==> config.mk <==
export PLATFORM = sky130hd
export DESIGN_NAME = ping_tdoa_capture
export DESIGN_NICKNAME = d
export VERILOG_FILES = /design/src/rtl/ping_tdoa_capture.sv
export SDC_FILE = /design/constraint.sdc
export NUM_CORES = 1
export LEC_CHECK = 0
export BUFFER_PORTS_ARGS = -buffer_cell sky130_fd_sc_hd__buf_2
export CAP_MARGIN = 20
export CORE_MARGIN = 10
export CORE_UTILIZATION = 51
export DETAILED_ROUTE_END_ITERATION = 7
export PLACE_DENSITY = 0.73
export SYNTH_ARGS = -nofsm -noshare
export SYNTH_HDL_FRONTEND = slang
export SYNTH_SLANG_ARGS = --single-unit
export TNS_END_PERCENT = 50
==> constraint.sdc <==
create_clock -name clk -period 3.3 [get_ports clk]
set_input_delay 0.66 -clock clk [delete_from_list [all_inputs] [get_ports clk]]
set_output_delay 0.66 -clock clk [all_outputs]
set_load 0.01 [all_outputs]
==> src/rtl/ping_tdoa_capture.sv <==
// ping_tdoa_capture: timestamps the first rising edge on each of three hydrophone
// detector lines relative to the earliest arrival and hands the relative arrival
// times to the triangulation stage over a valid/ready handshake.
module ping_tdoa_capture #(
    parameter int CNT_W   = 16,
    parameter int TIMEOUT = 4096
) (
    input  logic             clk,
    input  logic             rst,
    input  logic             arm,
    input  logic [2:0]       hit,
    output logic             busy,
    output logic             tdoa_valid,
    input  logic             tdoa_ready,
    output logic [CNT_W-1:0] t_rel0,
    output logic [CNT_W-1:0] t_rel1,
    output logic [CNT_W-1:0] t_rel2,
    output logic [2:0]       hit_mask,
    output logic [1:0]       first_idx,
    output logic             timeout
);

    typedef enum logic [1:0] {
        IDLE    = 2'd0,
        ARMED   = 2'd1,
        CAPTURE = 2'd2,
        DONE    = 2'd3
    } state_t;

    // Last counter value at which the capture window is still open.
    localparam logic [CNT_W-1:0] CNT_LAST = CNT_W'(TIMEOUT - 1);
    // Stamp reported for a channel that never arrived.
    localparam logic [CNT_W-1:0] NO_STAMP = '1;

    state_t           state_q, state_d;
    logic [2:0]       hit_q, hit_d;
    logic [CNT_W-1:0] cnt_q, cnt_d;
    logic [CNT_W-1:0] t_rel_q [0:2];
    logic [CNT_W-1:0] t_rel_d [0:2];
    logic [2:0]       mask_q, mask_d;
    logic [1:0]       first_idx_q, first_idx_d;
    logic             timeout_q, timeout_d;
    logic             busy_q, busy_d;
    logic             valid_q, valid_d;

    logic [2:0]       edge_det;
    logic [2:0]       new_hits;

    // Lowest-numbered channel among a set of simultaneous arrivals.
    function automatic logic [1:0] lowest_idx(input logic [2:0] v);
        if (v[0])      return 2'd0;
        else if (v[1]) return 2'd1;
        else           return 2'd2;
    endfunction

    // Next-state and capture datapath.
    always_comb begin
        state_d     = state_q;
        hit_d       = hit;
        cnt_d       = cnt_q;
        mask_d      = mask_q;
        first_idx_d = first_idx_q;
        timeout_d   = timeout_q;
        for (int i = 0; i < 3; i++) t_rel_d[i] = t_rel_q[i];

        // A line already high when sampled previously is not a new arrival.
        edge_det = hit & ~hit_q;
        new_hits = 3'b000;

        case (state_q)
            IDLE: begin
                if (arm) begin
                    state_d     = ARMED;
                    cnt_d       = '0;
                    mask_d      = 3'b000;
                    first_idx_d = 2'd0;
                    timeout_d   = 1'b0;
                    for (int i = 0; i < 3; i++) t_rel_d[i] = '0;
                end
            end
            ARMED: begin
                if (|edge_det) begin
                    // Earliest arrivals define time zero; their stamps stay at 0.
                    mask_d      = edge_det;
                    first_idx_d = lowest_idx(edge_det);
                    cnt_d       = CNT_W'(1);
                    state_d     = (edge_det == 3'b111) ? DONE : CAPTURE;
                end
            end
            CAPTURE: begin
                new_hits = edge_det & ~mask_q;
                for (int i = 0; i < 3; i++) begin
                    if (new_hits[i]) t_rel_d[i] = cnt_q;
                end
                mask_d = mask_q | new_hits;
                if (mask_d == 3'b111) begin
                    state_d = DONE;
                end else if (cnt_q == CNT_LAST) begin
                    // Window closed: mark missing channels and hold the counter.
                    state_d   = DONE;
                    timeout_d = 1'b1;
                    for (int i = 0; i < 3; i++) begin
                        if (!mask_d[i]) t_rel_d[i] = NO_STAMP;
                    end
                end else begin
                    cnt_d = cnt_q + CNT_W'(1);
                end
            end
            DONE: begin
                if (tdoa_ready) state_d = IDLE;
            end
            default: state_d = IDLE;
        endcase

        busy_d  = (state_d == ARMED) || (state_d == CAPTURE);
        valid_d = (state_d == DONE);
    end

    // State, edge-detect history, stamps and registered status outputs.
    always_ff @(posedge clk or posedge rst) begin
        if (rst) begin
            state_q     <= IDLE;
            hit_q       <= 3'b000;
            cnt_q       <= '0;
            mask_q      <= 3'b000;
            first_idx_q <= 2'd0;
            timeout_q   <= 1'b0;
            busy_q      <= 1'b0;
            valid_q     <= 1'b0;
            for (int i = 0; i < 3; i++) t_rel_q[i] <= '0;
        end else begin
            state_q     <= state_d;
            hit_q       <= hit_d;
            cnt_q       <= cnt_d;
            mask_q      <= mask_d;
            first_idx_q <= first_idx_d;
            timeout_q   <= timeout_d;
            busy_q      <= busy_d;
            valid_q     <= valid_d;
            for (int i = 0; i < 3; i++) t_rel_q[i] <= t_rel_d[i];
        end
    end

    assign busy       = busy_q;
    assign tdoa_valid = valid_q;
    assign t_rel0     = t_rel_q[0];
    assign t_rel1     = t_rel_q[1];
    assign t_rel2     = t_rel_q[2];
    assign hit_mask   = mask_q;
    assign first_idx  = first_idx_q;
    assign timeout    = timeout_q;

endmodule
==> results by group, run 1 <==
GRT
  – Final global-route overflow total: 0
  – Maximum number of pins on one net before global-route repair: 38
  – Initial antenna violation count: 0
  – First-pass GRT wire length: 16200 µm
  – All-layer global routing usage: 0.174
  – Via count of the first global-routing pass: 3181

Power
  – Cell internal power dissipation: 1.77 mW
  – Total power after layout: 2.72 mW
  – Switching share of power: 0.347
  – Pwr Density: 623 nW/µm²
  – Switching power of the nets: 0.942 mW
  – Combinational group share of total power: 0.298
  – Relative contribution of sequential cells to total power: 0.384
  – Maximum VDD drop: 0.000466 V
  – Power share of the clock group: 0.318
  – Reported leakage power: 1.96 nW

STA
  – Maximum clock skew at final layout: 7.58 ps
  – Actual slew at the worst max-slew pin: 782 ps
  – Setup TNS after final layout: 0 ps
  – Count of final max-slew check failures: 0
  – Final-report hold violation count: 0
  – Achievable Freq: 0.361 GHz
  – Worst-case headroom to the max-slew limit: 0.478
  – Fraction of the cycle the final worst path needs: 0.838
  – Setup repair after global routing missed its margin: false
  – Final critical-path required period: 2770 ps
  – Number of endpoints failing setup at the final stage: 0

Setup path
  – Max Fanout on Critical Path: 13
  – Slowest stage cell on the critical path: sky130_fd_sc_hd__or4_4
  – Largest incremental delay on the critical path: 680 ps
  – Startpoint of the most critical register-to-register path: state_q[0]$_DFF_PP0_
  – Required time of the critical path: 3510 ps
  – Reg2Reg Depth: 6
  – Critical Path Source: state_q[0]$_DFF_PP0_
  – Type of the worst setup path: reg -> reg
  – Arr. time, crit path: 2980 ps
  – Cell-by-cell listing of the critical path: inv_1 -> ha_1 -> nor2b_1 -> or3_1 -> or4_4 -> o41ai_1
  – Startpoint type of the worst setup path: register
  – Kind of capture point of the worst setup path: register

Clock tree
  – Root buffer cell: sky130_fd_sc_hd__clkbuf_8
  – Clock edge transition at the registers on the reported setup and hold paths: 80 ps
  – Total of cells resized after clock tree synthesis: 0
  – Total setup buffers inserted after CTS: 0
  – Clock latency on the worst-skew pair: 350 ps
  – Number of hold-repair buffers added at the cts stage: 0
  – Number of buffers created by CTS: 9
  – # clock sinks: 77
  – Clock tree from TritonCTS: built
  – Maximum count of clock buffers along a single path: 2
  – Htree depth: 3

Die
  – Horizontal die dimension: 106 µm
  – Initial core utilization: 0.521
  – Number of cell rows: 31
  – Vertical die dimension: 106 µm
  – I/O pins: 63
  – Overall die area: 11200 µm²
  – Area inside the core boundary: 7180 µm²

Synth
  – Number of synthesized flops with an enable pin: 0
  – Distinct cell type count of the synthesized netlist: 48
  – Most used standard cells in the synthesized netlist: 77 x sky130_fd_sc_hd__dfrtp_1, 59 x sky130_fd_sc_hd__nand2_1, 51 x sky130_fd_sc_hd__a21oi_1
  – Most frequent cell after synthesis: sky130_fd_sc_hd__dfrtp_1
  – Cells after Synth: 403
  – Syn avg cell area: 9.28 µm²
  – Share of the synthesized area in the top cell type: 0.515
  – Ys async rst share: 1.00
  – Post-synth net total: 416
  – #FFs+latches synth: 77
  – Most instantiated flip-flop cell in the synthesis netlist: sky130_fd_sc_hd__dfrtp_1
  – Dominant cells by area after synthesis: sky130_fd_sc_hd__dfrtp_1 52%, sky130_fd_sc_hd__a21oi_1 6.8%, sky130_fd_sc_hd__nand2_1 5.9%
  – Synth area leader: sky130_fd_sc_hd__dfrtp_1
  – Number of warnings reported in the yosys synthesis log: 0
  – Sequential area share after synthesis: 0.515
  – Netlist Area Pre-Place: 3740 µm²

Worst hold path
  – Worst hold path cell count: 1
  – Launch instance of the worst min-delay path: hit[2]
  – Hold Path Class: in -> reg

Routing
  – Drt total wl: 9770 µm
  – First DRT Iteration DRCs: 261
  – Detail-routed net length per standard cell: 17.4 µm
  – Residual DRC count: 0
  – DRT antenna net count: 0
  – Vias per inst: 5.89
  – Via count: 3304
  – First-pass iteration count of the detailed router: 5

Placement
  – Detailed-placement wirelength estimate: 6850 µm
  – Number of buffers inserted by port buffering: 62
  – Gp weighted congestion: 0.903

Layout
  – Antenna cell count: 0
  – Syn-to-layout area delta: 16.6%
  – Fraction of layout instances using a drive strength above 1: 0.216
  – # nets final: 470

Outcome
  – Run status: finished, final reports clean

Flow run
  – # Max-Cap Violations: 0
==> metrics by stage <==
step / util / hold WS (ps) / instances / worst slack [ps] / cell area [µm²]
2_1_floorplan: - / 515 / 403 / 673 / 3740
3_5_place_dp: 0.573 / 470 / 545 / 534 / 4110
5_1_grt: 0.608 / 431 / 561 / 413 / 4360
3_3_place_gp: 0.573 / 463 / 545 / 614 / 4110
4_1_cts: 0.608 / 424 / 561 / 619 / 4360
6_report: 0.608 / 437 / 561 / 533 / 4360
==> worst max-delay path, delay by kind of cell, from the launching register on <==
| kind | cells | cell delay (ps) |
|---|---|---|
| buffers and inverters | 1 | 100 |
| AOI/OAI and AO/OA | 1 | 370 |
| and+or+nand+nor | 3 | 1470 |
| adders and majority gates | 1 | 290 |
| DFF | 1 | 400 |
==> path summary, 6_finish.rpt <==
| kind | endpoint | slack, ps |
|---|---|---|
| min reg2reg | t_rel0[13]$_DFFE_PP0P_ | 480 |
| min in group asynchronous | hit_q[1]$_DFF_PP0_ | 450 |
| max in group asynchronous | cnt_q[0]$_DFFE_PP0P_ | 2030 |
| max | cnt_q[7]$_DFFE_PP0P_ | 530 |
| min | hit_q[2]$_DFF_PP0_ | 440 |
| max reg2reg | cnt_q[7]$_DFFE_PP0P_ | 530 |
==> cell usage in the layout (no fill, tap or decap), drive strengths merged, types with 2 or more instances in the layout <==
| cell type | count |
|---|---|
| o31ai | 8 |
| a31oi | 5 |
| ha | 6 |
| o32ai | 3 |
| nand2b | 6 |
| o211ai | 3 |
| nor4 | 4 |
| and3 | 2 |
| o21ai | 56 |
| clkinv | 2 |
| nor2 | 16 |
| nand3 | 9 |
| a21oi | 51 |
| o21bai | 3 |
| clkbuf | 10 |
| nand2 | 59 |
| dfrtp | 77 |
| inv | 9 |
| nor3 | 3 |
| bufinv | 3 |
| nor3b | 2 |
| a41oi | 2 |
| clkinvlp | 2 |
| or4 | 3 |
| buf | 75 |
| a21boi | 2 |
| or3 | 5 |
| o41ai | 14 |
| nand4 | 3 |
| o2bb2ai | 3 |
| nor2b | 4 |
| and2 | 3 |
==> cells by family after synthesis <==
kind of cell             Yosys count  synth area share
adder cells (fa/ha/maj)            6            0.0201
AO/OA/AOI/OAI                    156             0.249
AND/OR/NAND/NOR                  122             0.163
buffers and inverters             42            0.0522
flip-flops                        77             0.515
==> metal layers <==
metal	part of all wire	global-route usage	vias up
li1	-	-	1565
met2	0.50	0.291	147
met3	0.079	0.0518	22
met4	0.017	0.0619	0
met5	0	0	-
met1	0.40	0.208	1570
==> power groups by stage <==
stage	Combinational, mW	Clock (mW)	Sequential, mW
finish	0.809	0.864	1.04
global route	0.899	0.922	1.05
CTS	0.802	0.880	1.04
detailed placement	0.797	0	1.06
global placement	0.785	0	1.06
floorplan	0.527	0	1.07
==> flip-flops by register name, indices dropped and copies added, names as in the netlist <==
name / cells
tdoa_valid: 1
t_rel0: 16
timeout: 1
busy: 1
cnt_q: 16
t_rel2: 16
hit_q: 3
hit_mask: 3
first_idx: 2
t_rel1: 16
state_q: 2
==> cell type report <==
class	instances	area, µm²
Fill cell	618	2810
Clock inverter	6	110
Tap cell	99	124
Timing Repair Buffer	75	408
Clock buffer	10	138
Sequential cell	77	1930
Inverter	10	37.5
Multi-Input combinational cell	284	1620
(Power assumes the default switching activity.)
==> run 2, diff against run 1 <==
- PLACE_DENSITY: 0.73 -> 0.76
- clock period: 3.3 -> 2.5 ns (I/O delays scaled with it)
==> run 2 against run 1 <==
Via count up 3.9%. Worst setup slack worse by 380 ps. Final cell count grew 3.7%. Non-clock buffer count grew 22. Total power up 23%. Highest routed layer unchanged. Largest cell class unchanged. Flip-flop and latch count unchanged. Core utilization is 2.1 points higher. Critical path depth grew 1. Wire length up 3.6%. Sequential power up 32%. Fmax increased by 18%.
==> results by group, run 2 (synthesis gave the netlist of run 1 again) <==
Die
  – I/O pins: 63 (unchanged)
  – Horizontal die dimension: 106 µm (unchanged)
  – Area inside the core boundary: 7180 µm² (unchanged)
  – Overall die area: 11200 µm² (unchanged)
  – Number of cell rows: 31 (unchanged)
  – Initial core utilization: 0.521 (unchanged)
  – Vertical die dimension: 106 µm (unchanged)

Placement
  – Number of buffers inserted by port buffering: 62 (unchanged)
  – Cell count after placement: 565 (+3.7%)
  – Gp weighted congestion: 0.894 (-1.0%)
  – Detailed-placement wirelength estimate: 7290 µm (+6.3%)

Setup path
  – Startpoint of the most critical register-to-register path: state_q[1]$_DFF_PP0_
  – Max Fanout on Critical Path: 13 (unchanged)
  – Required time of the critical path: 2740 ps (-770 ps)
  – Kind of capture point of the worst setup path: register
  – Most frequent CP cell: sky130_fd_sc_hd__inv_1
  – Startpoint type of the worst setup path: register
  – Capturing point of the worst reg2reg path: cnt_q[14]$_DFFE_PP0P_
  – Type of the worst setup path: reg -> reg
  – Arr. time, crit path: 2590 ps (-390 ps)
  – Largest incremental delay on the critical path: 560 ps (-120 ps)
  – Reg2Reg Depth: 7 (+1)
  – Register-to-register setup slack: 160 ps (-380 ps)
  – Slowest stage cell on the critical path: sky130_fd_sc_hd__or4_4
  – Cell-by-cell listing of the critical path: inv_1 -> ha_1 -> inv_1 -> nor4_1 -> or3_1 -> or4_4 -> o41ai_1

STA
  – Count of final max-slew check failures: 0 (unchanged)
  – Fraction of the cycle the final worst path needs: 0.938 (+0.0992)
  – Achievable Freq: 0.427 GHz (+18%)
  – Final-report hold violation count: 0 (unchanged)
  – Maximum clock skew at final layout: 7.49 ps (-0.0865 ps)
  – Number of endpoints failing setup at the final stage: 0 (unchanged)
  – Setup repair after global routing missed its margin: false
  – Final critical-path required period: 2340 ps (-423 ps)
  – Setup TNS after final layout: 0 ps (unchanged)
  – Worst-case headroom to the max-slew limit: 0.558 (+0.0796)
  – Actual slew at the worst max-slew pin: 663 ps (-119 ps)

GRT
  – First-pass GRT wire length: 17100 µm (+6.2%)
  – Final global-route overflow total: 0 (unchanged)
  – All-layer global routing usage: 0.185 (+0.0111)
  – Via count of the first global-routing pass: 3421 (+7.5%)
  – Initial antenna violation count: 0 (unchanged)
  – Maximum number of pins on one net before global-route repair: 43 (+13%)

Clock tree
  – Number of hold-repair buffers added at the cts stage: 0 (unchanged)
  – Clock edge transition at the registers on the reported setup and hold paths: 80 ps (about the same)
  – Total setup buffers inserted after CTS: 0 (unchanged)
  – Clock latency on the worst-skew pair: 350 ps (about the same)
  – Htree depth: 3 (unchanged)
  – Maximum count of clock buffers along a single path: 2 (unchanged)
  – Number of buffers created by CTS: 9 (unchanged)
  – # clock sinks: 77 (unchanged)
  – Clock tree from TritonCTS: built
  – Root buffer cell: sky130_fd_sc_hd__clkbuf_8
  – Total of cells resized after clock tree synthesis: 0 (unchanged)

Routing
  – Drt total wl: 10100 µm (+3.6%)
  – Detail-routed net length per standard cell: 17.4 µm (-0.14%)
  – First DRT Iteration DRCs: 266 (+1.9%)
  – Vias per inst: 5.90 (+0.16%)
  – First-pass iteration count of the detailed router: 4 (-1)
  – Via count: 3433 (+3.9%)
  – Residual DRC count: 0 (unchanged)
  – DRT antenna net count: 0 (unchanged)

Layout
  – Antenna cell count: 0 (unchanged)
  – Most common cell after layout, fill and taps aside: sky130_fd_sc_hd__dfrtp_1
  – Reg area: 1930 µm² (unchanged)
  – Syn-to-layout area delta: 20.7%
  – FILL cells: 612 (-0.97%)
  – Area taken by multi-input logic gates: 1620 µm² (+0.31%)
  – Fraction of layout instances using a drive strength above 1: 0.251 (+0.0341)
  – # nets final: 492 (+4.7%)
  – Number of standard cells in the layout, taps in and fillers out: 582 (+3.7%)
  – Most frequent cells in the layout: 77 x sky130_fd_sc_hd__dfrtp_1, 62 x sky130_fd_sc_hd__buf_2, 59 x sky130_fd_sc_hd__nand2_1
  – Utilization after layout: 0.629 (+0.0211)

Flow run
  – # Max-Cap Violations: 0 (unchanged)

Power
  – Maximum VDD drop: 0.000505 V (+8.4%)
  – Pwr Density: 740 nW/µm² (+19%)
  – Reported leakage power: 2.06 nW (+4.8%)

Outcome
  – Run status: finished, final reports clean

Worst hold path
  – Hold Path Class: in -> async
==> run 2: cell type report <==
cell class / count / area share
clock buffers: 11 / 0.0313
inverters: 10 / 0.00832
repair buffers: 97 / 0.141
multi-input cells: 284 / 0.360
well taps: 99 / 0.0274
flip-flops and latches: 77 / 0.427
clock inverters: 4 / 0.00554
==> run 2: worst max-delay path by stage <==
stage	startpoint	end	slack, ps	depth (start not counted)
2_1_floorplan	rst	busy$_DFF_PP0_	30	1
3_3_place_gp	state_q[1]$_DFF_PP0_	cnt_q[14]$_DFFE_PP0P_	120	7
3_5_place_dp	state_q[1]$_DFF_PP0_	cnt_q[7]$_DFFE_PP0P_	100	7
4_1_cts	state_q[1]$_DFF_PP0_	cnt_q[7]$_DFFE_PP0P_	90	7
5_1_grt	state_q[1]$_DFF_PP0_	cnt_q[7]$_DFFE_PP0P_	60	7
6_report	state_q[1]$_DFF_PP0_	cnt_q[14]$_DFFE_PP0P_	160	7
==> run 2: critical path, delay by kind of cell (launching register included) <==
family                     cells  cell delay [ps]
AOI/OAI and AO/OA              1              330
adders and majority gates      1              250
buffers and inverters          2              230
DFF                            1              400
and+or+nand+nor                3             1030
==> run 2: power breakdown <==
| group | switching [mW] | internal [mW] |
|---|---|---|
| clock network | 0.448 | 0.379 |
| logic | 0.763 | 0.377 |
| registers | 0.0530 | 1.32 |
| total | 1.26 | 2.08 |
==> run 2: through the flow <==
| step | cell area, µm² | power [mW] | worst slack [ps] | hold WS (ps) |
|---|---|---|---|---|
| 6_report | 4510 | 3.34 | 156 | 237 |
| 5_1_grt | 4510 | 3.54 | 57.3 | 266 |
| 4_1_cts | 4500 | 3.31 | 91.0 | 268 |
| 3_5_place_dp | 4330 | 2.48 | 95.1 | 470 |
| 3_3_place_gp | 4320 | 2.44 | 119 | 461 |
| 2_1_floorplan | 3740 | 2.11 | 33.3 | 515 |
==> run 2: routing by layer <==
layer,share of wire,track usage
met3,0.071,0.0536
met5,0,0
met4,0.024,0.0870
met2,0.47,0.280
met1,0.44,0.239
